[src/rtl/circle_intersections.sv]
// Two-circle intersection solver: shared squaring, restoring sqrt and restoring divide, sequenced by one FSM.
// Optional no_int flag port enabled by defining CIRCLE_INTERSECT_NOINT_EN.
module circle_intersections #(
  parameter int N = 8
) (
  input  logic             clk,
  input  logic             rst_n,
  input  logic             start,
  input  logic [3*N:0]     g_input,
  input  logic [3*N:0]     e_input,
  output logic             busy,
  output logic             done,
  output logic [4*N-1:0]   o
`ifdef CIRCLE_INTERSECT_NOINT_EN
  ,
  output logic             no_int
`endif
);
  localparam int DW  = N + 1;
  localparam int DSW = 2*N + 3;
  localparam int R2W = 2*N + 2;
  localparam int KW  = 2*N + 4;
  localparam int QW  = 4*N + 8;
  localparam int SW  = QW / 2;
  localparam int RW  = SW + 2;
  localparam int NW  = 3*N + 6;
  localparam int DVW = DSW + 1;
  localparam int CW  = $clog2(NW + 1);
  localparam logic [CW-1:0] SQ_LAST = CW'(SW - 1);
  localparam logic [CW-1:0] DV_LAST = CW'(NW);

  // Handshake: start is honoured only in IDLE; busy covers the whole computation; done pulses once.
  typedef enum logic [2:0] {IDLE, SQR, ROOT, DIV, OUT} state_t;
  state_t state;

  logic signed [N-1:0]  xb_in, yb_in, xc_in, yc_in;
  logic [N:0]           rb_in, rc_in;
  assign xb_in = g_input[3*N:2*N+1];
  assign yb_in = g_input[2*N:N+1];
  assign rb_in = g_input[N:0];
  assign xc_in = e_input[3*N:2*N+1];
  assign yc_in = e_input[2*N:N+1];
  assign rc_in = e_input[N:0];

  logic signed [N-1:0]  xb, yb;
  logic signed [DW-1:0] dx, dy;
  logic [R2W-1:0]       rb2, rc2;
  logic [DSW-1:0]       d;
  logic signed [KW-1:0] k;
  logic                 phase;
  logic                 degen;
  logic [QW-1:0]        rad;
  logic [RW-1:0]        sq_rem;
  logic [SW-1:0]        s;
  logic [NW-1:0]        dvd;
  logic [DVW:0]         dv_rem;
  logic                 neg;
  logic [CW-1:0]        cnt;
  logic [1:0]           idx;
  logic [N-1:0]         res [4];

  logic signed [DW-1:0]  dx_c, dy_c;
  logic [R2W-1:0]        rb2_c, rc2_c;
  logic signed [DSW-1:0] dxe, dye, d_c;
  logic signed [KW-1:0]  k_c;
  logic [QW-1:0]         q_c;
  assign dx_c  = DW'(xc_in) - DW'(xb_in);
  assign dy_c  = DW'(yc_in) - DW'(yb_in);
  assign rb2_c = R2W'(rb_in) * R2W'(rb_in);
  assign rc2_c = R2W'(rc_in) * R2W'(rc_in);
  assign dxe   = DSW'(dx);
  assign dye   = DSW'(dy);
  assign d_c   = dxe * dxe + dye * dye;
  assign k_c   = KW'(rb2) - KW'(rc2) + KW'(d_c);
  assign q_c   = ((QW'(rb2) * QW'(d)) << 2) - (QW'(k) * QW'(k));

  // Restoring square root: bring down two radicand bits, try (root<<2)|1.
  logic [RW-1:0] sq_acc, sq_trial, sq_diff;
  logic          sq_ge;
  assign sq_acc   = (sq_rem << 2) | RW'(rad[QW-1 -: 2]);
  assign sq_trial = (RW'(s) << 2) | RW'(1);
  assign sq_ge    = sq_acc >= sq_trial;
  assign sq_diff  = sq_acc - sq_trial;

  // Numerator for quotient idx: x1,y1,x2,y2 differ only in operand swap and sign of the S term.
  logic signed [NW-1:0] m_a, m_b, p_a, p_b, num, mag;
  logic [NW-1:0]        dvd_load;
  assign m_a = idx[0] ? NW'(dy) : NW'(dx);
  assign m_b = idx[0] ? NW'(dx) : NW'(dy);
  assign p_a = m_a * NW'(k);
  assign p_b = m_b * NW'(s);
  assign num = (idx[0] ^ idx[1]) ? (p_a - p_b) : (p_a + p_b);
  assign mag = num[NW-1] ? -num : num;
  // floor((|num| + D) / 2D) is |num|/2D rounded half away from zero.
  assign dvd_load = mag + NW'(d);

  logic [DVW:0]         dv_acc, dvs, dv_diff;
  logic                 dv_ge;
  logic [NW-1:0]        q_fin;
  logic signed [N-1:0]  base, coord;
  assign dv_acc  = (dv_rem << 1) | (DVW+1)'(dvd[NW-1]);
  assign dvs     = (DVW+1)'({d, 1'b0});
  assign dv_ge   = dv_acc >= dvs;
  assign dv_diff = dv_acc - dvs;
  assign q_fin   = (dvd << 1) | NW'(dv_ge);
  assign base    = idx[0] ? yb : xb;
  assign coord   = base + (neg ? -q_fin[N-1:0] : q_fin[N-1:0]);

  always_ff @(posedge clk or negedge rst_n) begin
    if (!rst_n) begin
      state  <= IDLE;
      busy   <= 1'b0;
      done   <= 1'b0;
      o      <= '0;
      xb     <= '0;
      yb     <= '0;
      dx     <= '0;
      dy     <= '0;
      rb2    <= '0;
      rc2    <= '0;
      d      <= '0;
      k      <= '0;
      phase  <= 1'b0;
      degen  <= 1'b0;
      rad    <= '0;
      sq_rem <= '0;
      s      <= '0;
      dvd    <= '0;
      dv_rem <= '0;
      neg    <= 1'b0;
      cnt    <= '0;
      idx    <= '0;
      for (int i = 0; i < 4; i++) res[i] <= '0;
`ifdef CIRCLE_INTERSECT_NOINT_EN
      no_int <= 1'b0;
`endif
    end else begin
      done <= 1'b0;
      case (state)
        IDLE: begin
          if (start) begin
            xb    <= xb_in;
            yb    <= yb_in;
            dx    <= dx_c;
            dy    <= dy_c;
            rb2   <= rb2_c;
            rc2   <= rc2_c;
            phase <= 1'b0;
            busy  <= 1'b1;
            state <= SQR;
          end
        end
        SQR: begin
          if (!phase) begin
            d     <= DSW'(d_c);
            k     <= k_c;
            phase <= 1'b1;
          end else begin
            rad    <= q_c;
            sq_rem <= '0;
            s      <= '0;
            cnt    <= '0;
            idx    <= '0;
            degen  <= (d == '0) || q_c[QW-1];
            state  <= ((d == '0) || q_c[QW-1]) ? OUT : ROOT;
          end
        end
        ROOT: begin
          rad    <= rad << 2;
          sq_rem <= sq_ge ? sq_diff : sq_acc;
          s      <= (s << 1) | SW'(sq_ge);
          if (cnt == SQ_LAST) begin
            cnt   <= '0;
            state <= DIV;
          end else begin
            cnt <= cnt + 1'b1;
          end
        end
        DIV: begin
          if (cnt == '0) begin
            dvd    <= dvd_load;
            neg    <= num[NW-1];
            dv_rem <= '0;
            cnt    <= cnt + 1'b1;
          end else begin
            dvd    <= q_fin;
            dv_rem <= dv_ge ? dv_diff : dv_acc;
            if (cnt == DV_LAST) begin
              res[idx] <= coord;
              cnt      <= '0;
              idx      <= idx + 2'd1;
              if (idx == 2'd3) state <= OUT;
            end else begin
              cnt <= cnt + 1'b1;
            end
          end
        end
        OUT: begin
          o     <= degen ? '0 : {res[0], res[1], res[2], res[3]};
          done  <= 1'b1;
          busy  <= 1'b0;
`ifdef CIRCLE_INTERSECT_NOINT_EN
          no_int <= degen;
`endif
          state <= IDLE;
        end
        default: state <= IDLE;
      endcase
    end
  end
endmodule

[config.mk]
export PLATFORM = sky130hd
export DESIGN_NAME = circle_intersections
export DESIGN_NICKNAME = d
export VERILOG_FILES = /design/src/rtl/circle_intersections.sv
export SDC_FILE = /design/constraint.sdc
export NUM_CORES = 2
export LEC_CHECK = 0
export CAP_MARGIN = 10
export CORE_ASPECT_RATIO = 0.6
export CORE_MARGIN = 10
export CORE_UTILIZATION = 40
export CTS_CLUSTER_DIAMETER = 150
export DETAILED_ROUTE_END_ITERATION = 12
export PLACE_DENSITY = 0.67
export SETUP_SLACK_MARGIN = 0.02
export SLEW_MARGIN = 20
export SYNTH_ARGS = -nofsm -noshare
export SYNTH_HDL_FRONTEND = slang
export SYNTH_SLANG_ARGS = --single-unit
[constraint.sdc]
create_clock -name clk -period 19 [get_ports clk]
set_clock_uncertainty 0.1 [all_clocks]
set_input_delay 1.9 -clock clk [delete_from_list [all_inputs] [get_ports clk]]
set_output_delay 1.9 -clock clk [all_outputs]
set_load 0.02 [all_outputs]
Word-level counts from Yosys, hierarchy flattened
Index checks and enable logic that the tools add are counted.
- multiplexer cells: 42
- bitwise logic cells: 8
- multipliers: 8
- equal/unequal tests: 13
- add/subtract/negate cells: 16
- reductions and logical operators: 21
- $lt $le $gt $ge: 4
- operators with widths (kind ; count):
    30-bit 2-to-1 mux ; 5
    20-bit 2-to-1 mux ; 5
    20-bit case mux with 2 select lines ; 2
    40-bit case mux with 2 select lines ; 1
    9-bit by 9-bit multiplier with 18-bit output ; 4
    30-bit by 20-bit multiplier with 30-bit output ; 2
    20-bit by 20-bit multiplier with 40-bit output ; 1
    40-bit 2-to-1 mux ; 1
    20-bit subtractor ; 2
    39-bit by 40-bit subtractor with 40-bit output ; 1
    18-bit by 19-bit multiplier with 37-bit output ; 1
    32-bit bitwise mux ; 1
    32-bit 2-to-1 mux ; 1
    30-bit by 19-bit adder with 30-bit output ; 1
    30-bit adder ; 1
    30-bit negator ; 1
    30-bit by 1-bit OR with 30-bit output ; 1
    30-bit subtractor ; 1
    8-bit 2-to-1 mux ; 3
    22-bit >= comparator ; 1
    22-bit by 2-bit OR with 22-bit output ; 1
    21-bit by 20-bit >= comparator with 1-bit output ; 1
    3-bit 2-to-1 mux ; 7
    21-bit by 1-bit OR with 21-bit output ; 1
    other kinds (39) ; 66
- logic and storage cells: 138
- input port bits: 53
- output and inout bits: 34
- register bits after elaboration: 318

Depth between registers and ports, before layout
- depth after elaboration: 8
- gate-level depth with buffers: 64

Worst setup path before layout
No wires, ideal clock.
- path kind: register to register
- start: register idx[0]
- end: register dvd[24]
- path buffers: 8
- arrival: 13.764 ns
- library setup time: 0.127 ns
- stages on the path, launching flop included: 63
- path slack: 5.009 ns
- cell sequence: dfrtp_1 -> clkbuf_1 -> clkbuf_1 -> buf_1 -> mux2i_1 -> clkbuf_1 -> nor2_1 -> fa_1 -> fa_1 -> inv_1 -> fa_1 -> inv_1 -> fa_1 -> inv_1 -> fa_1 -> inv_1 -> fa_1 -> inv_1 -> (+27 left out) -> a21oi_1 -> fa_1 -> a21oi_1 -> o21bai_1 -> a21o_1 -> a21oi_1 -> nor2b_1 -> o21ai_0 -> nand2b_1 -> a311oi_1 -> nor2_1 -> o41ai_1 -> o211ai_1 -> a21oi_1 -> or3_1 -> nand2b_1 -> xnor2_1 -> o21ai_1
- word-level cells in the longest chain between the ends: 8
- elaborated cells between the ends (all ways): 12
- ends and longest elaborated chain (item ; line ; RTL):
    start, declared ; 59 ; logic [1:0] idx;
    start signal, assigned ; 191 ; idx <= idx + 2'd1;
    30-bit 2-to-1 mux, on equally long branches ; 88, 89 ;
    30-bit by 20-bit multiplier with 30-bit output, on equally long branches ; 90, 91 ;
    30-bit adder or 30-bit subtractor (tied branches) ; 92 ; assign num = (idx[0] ^ idx[1]) ? (p_a - p_b) : (p_a + p_b);
    30-bit 2-to-1 mux * ; 92 ;
    30-bit negator ; 93 ; assign mag = num[NW-1] ? -num : num;
    30-bit 2-to-1 mux * ; 93 ;
    30-bit by 19-bit adder with 30-bit output * ; 95 ; assign dvd_load = mag + NW'(d);
    30-bit 2-to-1 mux * ; 180 ; if (cnt == '0) begin
    end signal, assigned ; 181 ; dvd <= dvd_load;
    end signal, assigned ; 186 ; dvd <= q_fin;
    end, declared ; 55 ; logic [NW-1:0] dvd;
Mark *: on every way between the ends. The rest lies on a longest branch, timed or not.
A chain may end at the register's enable or synchronous reset.

Worst setup path in the final report
- start: register dx[8]
- end: register dvd[26]
- word-level cells in the longest chain between the ends: 8
- elaborated cells between the ends (all ways): 11
- ends and longest elaborated chain (item ; line ; RTL):
    start, declared ; 46 ; logic signed [DW-1:0] dx, dy;
    start signal, assigned ; 117 ; dx <= '0;
    start signal, assigned ; 144 ; dx <= dx_c;
    30-bit 2-to-1 mux, on equally long branches ; 88, 89 ;
    30-bit by 20-bit multiplier with 30-bit output, on equally long branches ; 90, 91 ;
    30-bit adder or 30-bit subtractor (tied branches) ; 92 ;
    30-bit 2-to-1 mux * ; 92 ;
    30-bit negator ; 93 ;
    30-bit 2-to-1 mux * ; 93 ;
    30-bit by 19-bit adder with 30-bit output * ; 95 ;
    30-bit 2-to-1 mux * ; 180 ;
Marked as above.

==> PnR_summary.wiki <==
{| class="wikitable"
! Metric !! Value
|-
| Result of the run || finished, final reports clean
|-
| Mean instance size in the synthesized netlist || 9.05 µm²
|-
| Sequential standard cell area || 7890 µm²
|-
| Largest net degree at the start of global routing || 88
|-
| Final core utilization || 0.429
|-
| Post-CTS repair timing setup buffer count || 0
|-
| Area inside the core boundary || 178,000 µm²
|-
| Clock-pin transition on the worst setup and hold timing paths || 0.07 ns
|-
| Post-cts resize count || 0
|-
| Number of nets with antenna violations after detailed routing || 0
|-
| Max incr delay on CP || 0.86 ns
|-
| Post-synthesis cell type with the largest combined area || fa_1
|-
| Slew margin rel. || 0.323
|-
| DR WL/cell || 20.0 µm
|-
| Number of flip-flops and latches in the synthesized netlist || 315
|-
| Fraction of final layout cells with drive strength greater than 1 || 0.0341
|-
| Global-route wire length before repair || 327,000 µm
|-
| Arrival time reported for the critical path endpoint || between 15 and 20 ns
|-
| Drt drc || 0
|-
| Die extent in x || around 570 µm
|-
| Max-slew violation count || 0
|-
| # placed instances || around 10,000
|-
| Violation count after the first detailed-routing iteration || 4,490
|-
| Prevailing post-synth register cell || dfrtp_1
|-
| Top cell type's share of synthesized area || 0.381
|-
| Vias per inst || 5.21
|-
| Final period demand of the worst path || 15.43 ns
|-
| Starting density of the core || 0.403
|-
| Number of hold-repair buffers added at the cts stage || 0
|-
| CP Data Required Time || 19.41 ns
|-
| Ys Warns || 0
|-
| Endpoints failing hold || 0
|-
| Core Rows || 120
|-
| Worst setup EP type || register
|-
| Port bufs || 86
|-
| Total global-route track usage || 0.209
|-
| Area added between synthesis and finish || 6.46%
|-
| Cells after synthesis || 7,935
|-
| Overflow after GRT || 0
|-
| RSZ-0062 raised after global routing || false
|-
| Critical path's slowest cell || dfrtp_1
|-
| Netlist cell types || approximately 90
|-
| Proportion of synthesized chip area in sequential cells || 0.110
|-
| Root buffer selected by CTS || clkbuf_16
|-
| Total of fill cells in the finished design || around 17,000
|-
| Maximum clock frequency || between 60 and 70 MHz
|-
| RD Place Congestion || 0.950
|-
| Clock tree from TritonCTS || built
|-
| Via count of the first global-routing pass || 56,200
|-
| Tightest Hold Check Type || register to register
|-
| Crit path launch type || register
|-
| Type of the worst setup path || register to register
|-
| Maximum Capacitance Violations || 0
|-
| Leading cell types by total area after synthesis || fa_1 (38%), ha_1 (13%), dfrtp_1 (11%)
|-
| Cell area after synthesis || between 70,000 and 80,000 µm²
|-
| FFs w/ async S/R, synth || 1.00
|-
| Final standard cell count with taps included and fillers excluded || 10,300
|-
| HPWL Detailed || 171,000 µm
|-
| Gate family responsible for the most delay along the worst path || adder cells
|-
| Area taken by multi-input logic gates || around 57,000 µm²
|-
| Skew-Pair Late Insertion Delay || 0.62 ns
|-
| I/O pin cnt || 87
|-
| Final cycle utilization of the critical path || 0.812
|-
| Max clock buf depth || 3
|-
| Number of antenna violations at the first check in global routing || 14
|-
| Buffering stage count on the worst path with inverters included || 5
|-
| Critical path's most frequent cell || fa_1
|-
| Worst-path maximum fanout || 42
|-
| Endpoints failing setup || 0
|-
| Aggregate routed wire length || 205,000 µm
|-
| 1st-pass router iterations || 6
|-
| Vert. Die Dim || 348 µm
|-
| Fin nets || 10,000
|-
| Slew at the pin closest to its max-slew limit || 1.01 ns
|-
| Number of sinks handled by clock tree synthesis || approximately 320
|-
| Via count || between 50,000 and 60,000
|-
| Die Area || 197,000 µm²
|-
| Number of clock buffers inserted by TritonCTS || 34
|-
| Maximum level of the CTS H-tree || 2
|-
| Number of synthesized flops with an enable pin || 0
|-
| Total negative slack || 0 ns
|-
| Register-to-register path setup slack || between 3 and 4 ns
|-
| Post-synthesis net count || around 10,000
|}
[sequential cells by signal, summed over array words and instances (netlist names), 3 cells and up]
signal and flops:
rad 39, o 32, res 32, dvd 30, dv_rem 20, k 20, s 20, sq_rem 20
d 19, rb2 17, rc2 17, dx 9, dy 9, xb 8, yb 8, cnt 5
state 3
[layout make-up]
type / instances / share of cell area
Multi-Input combinational cell: 5639 / 0.740
Sequential cell: 315 / 0.103
Inverter: 1693 / 0.0831
Tap cell: 2379 / 0.0389
Timing Repair Buffer: 177 / 0.0203
Clock buffer: 47 / 0.0130
Clock inverter: 14 / 0.00165
Antenna cell: 6 / 0.000196
[final timing paths]
check / start / to / depth (start not counted)
worst min-delay path: xb[7]$_DFFE_PN0P_ / xb[7]$_DFFE_PN0P_ / 2
worst min register to register: xb[7]$_DFFE_PN0P_ / xb[7]$_DFFE_PN0P_ / 2
worst max-delay path: dx[8]$_DFFE_PN0P_ / dvd[26]$_DFFE_PN0N_ / 51
worst max register to register: dx[8]$_DFFE_PN0P_ / dvd[26]$_DFFE_PN0N_ / 51
max in group asynchronous: rst_n / d[4]$_DFFE_PN0P_ / 4
min in group asynchronous: rst_n / o[24]$_DFFE_PN0P_ / 1
[logic make-up after synthesis]
family	count (synthesis)	synth area share
AO/OA/AOI/OAI	1062	0.0919
XOR/XNOR	369	0.0452
adder cells (fa/ha/maj)	2089	0.507
buffers and inverters	1981	0.104
flip-flops	315	0.110
multiplexers	79	0.0120
AND/OR/NAND/NOR	2040	0.131
[cells in the final DEF (no fill, tap or decap), types with 10 or more instances in the layout]
cell and count:
a211oi_1 17, a21boi_0 25, a21o_1 69, a21oi_1 258
a22oi_1 40, a31oi_1 35, and2_1 305, and3_1 24
buf_4 91, clkbuf_16 35, clkdlybuf4s50_1 85, clkinv_1 11
dfrtp_1 313, fa_1 1365, ha_1 723, inv_1 1682
mux2_2 59, mux2i_1 19, nand2_1 904, nand2b_1 76
nand3_1 82, nand4_1 16, nor2_1 410, nor2b_1 64
nor3_1 63, nor4_1 17, o211ai_1 22, o21a_1 41
o21ai_0 356, o21ai_1 10, o21bai_1 51, o31a_1 13
o31ai_1 23, or2_2 17, or3_1 16, xnor2_1 255
xor2_1 113
[worst reg2reg max path: cells and delay by family, from the launching register on]
kind / cells / cell delay, ns
fa+ha+maj: 10 / 5.19
compound gates: 19 / 4.58
simple gates: 12 / 1.85
xor+xnor: 4 / 1.41
flops: 1 / 0.86
buf+inv: 5 / 0.70
mux: 1 / 0.69
[per-layer routing]
layer | wire length [µm] | part of all wire | vias up | track usage
met2 | 79500 | 0.39 | 2202 | 0.288
met4 | 3630 | 0.018 | 20 | 0.0331
met5 | 649 | 0.0032 | - | 0.0138
li1 | - | - | 24400 | -
met3 | 25500 | 0.12 | 235 | 0.0779
met1 | 96100 | 0.47 | 26700 | 0.312
[cell usage after synthesis, drive strengths merged, types with 23 or more instances]
library cell  instances
inv                1682
fa                 1365
nand2               907
ha                  724
nor2                413
o21ai               366
dfrtp               315
and2                305
clkbuf              273
a21oi               259
xnor2               255
xor2                113
nand3                83
nand2b               76
a21o                 69
nor3                 65
nor2b                64
mux2                 59
o21bai               51
o21a                 41
a22oi                40
a31oi                36
a21boi               26
and3                 24
o31ai                23
[per-stage QoR]
step / hold WS [ns] / setup slack, ns / cell area, µm²
2_1_floorplan: 0.344 / 5.01 / 71800
3_3_place_gp: 0.362 / 4.07 / 75300
3_5_place_dp: 0.370 / 3.80 / 75300
4_1_cts: 0.385 / 3.71 / 76400
5_1_grt: 0.399 / 2.55 / 76400
6_report: 0.382 / 3.57 / 76400
Power is left out: the tool's default activity adds up to more than one toggle a clock period on the data nets, which glitch-free logic cannot reach.
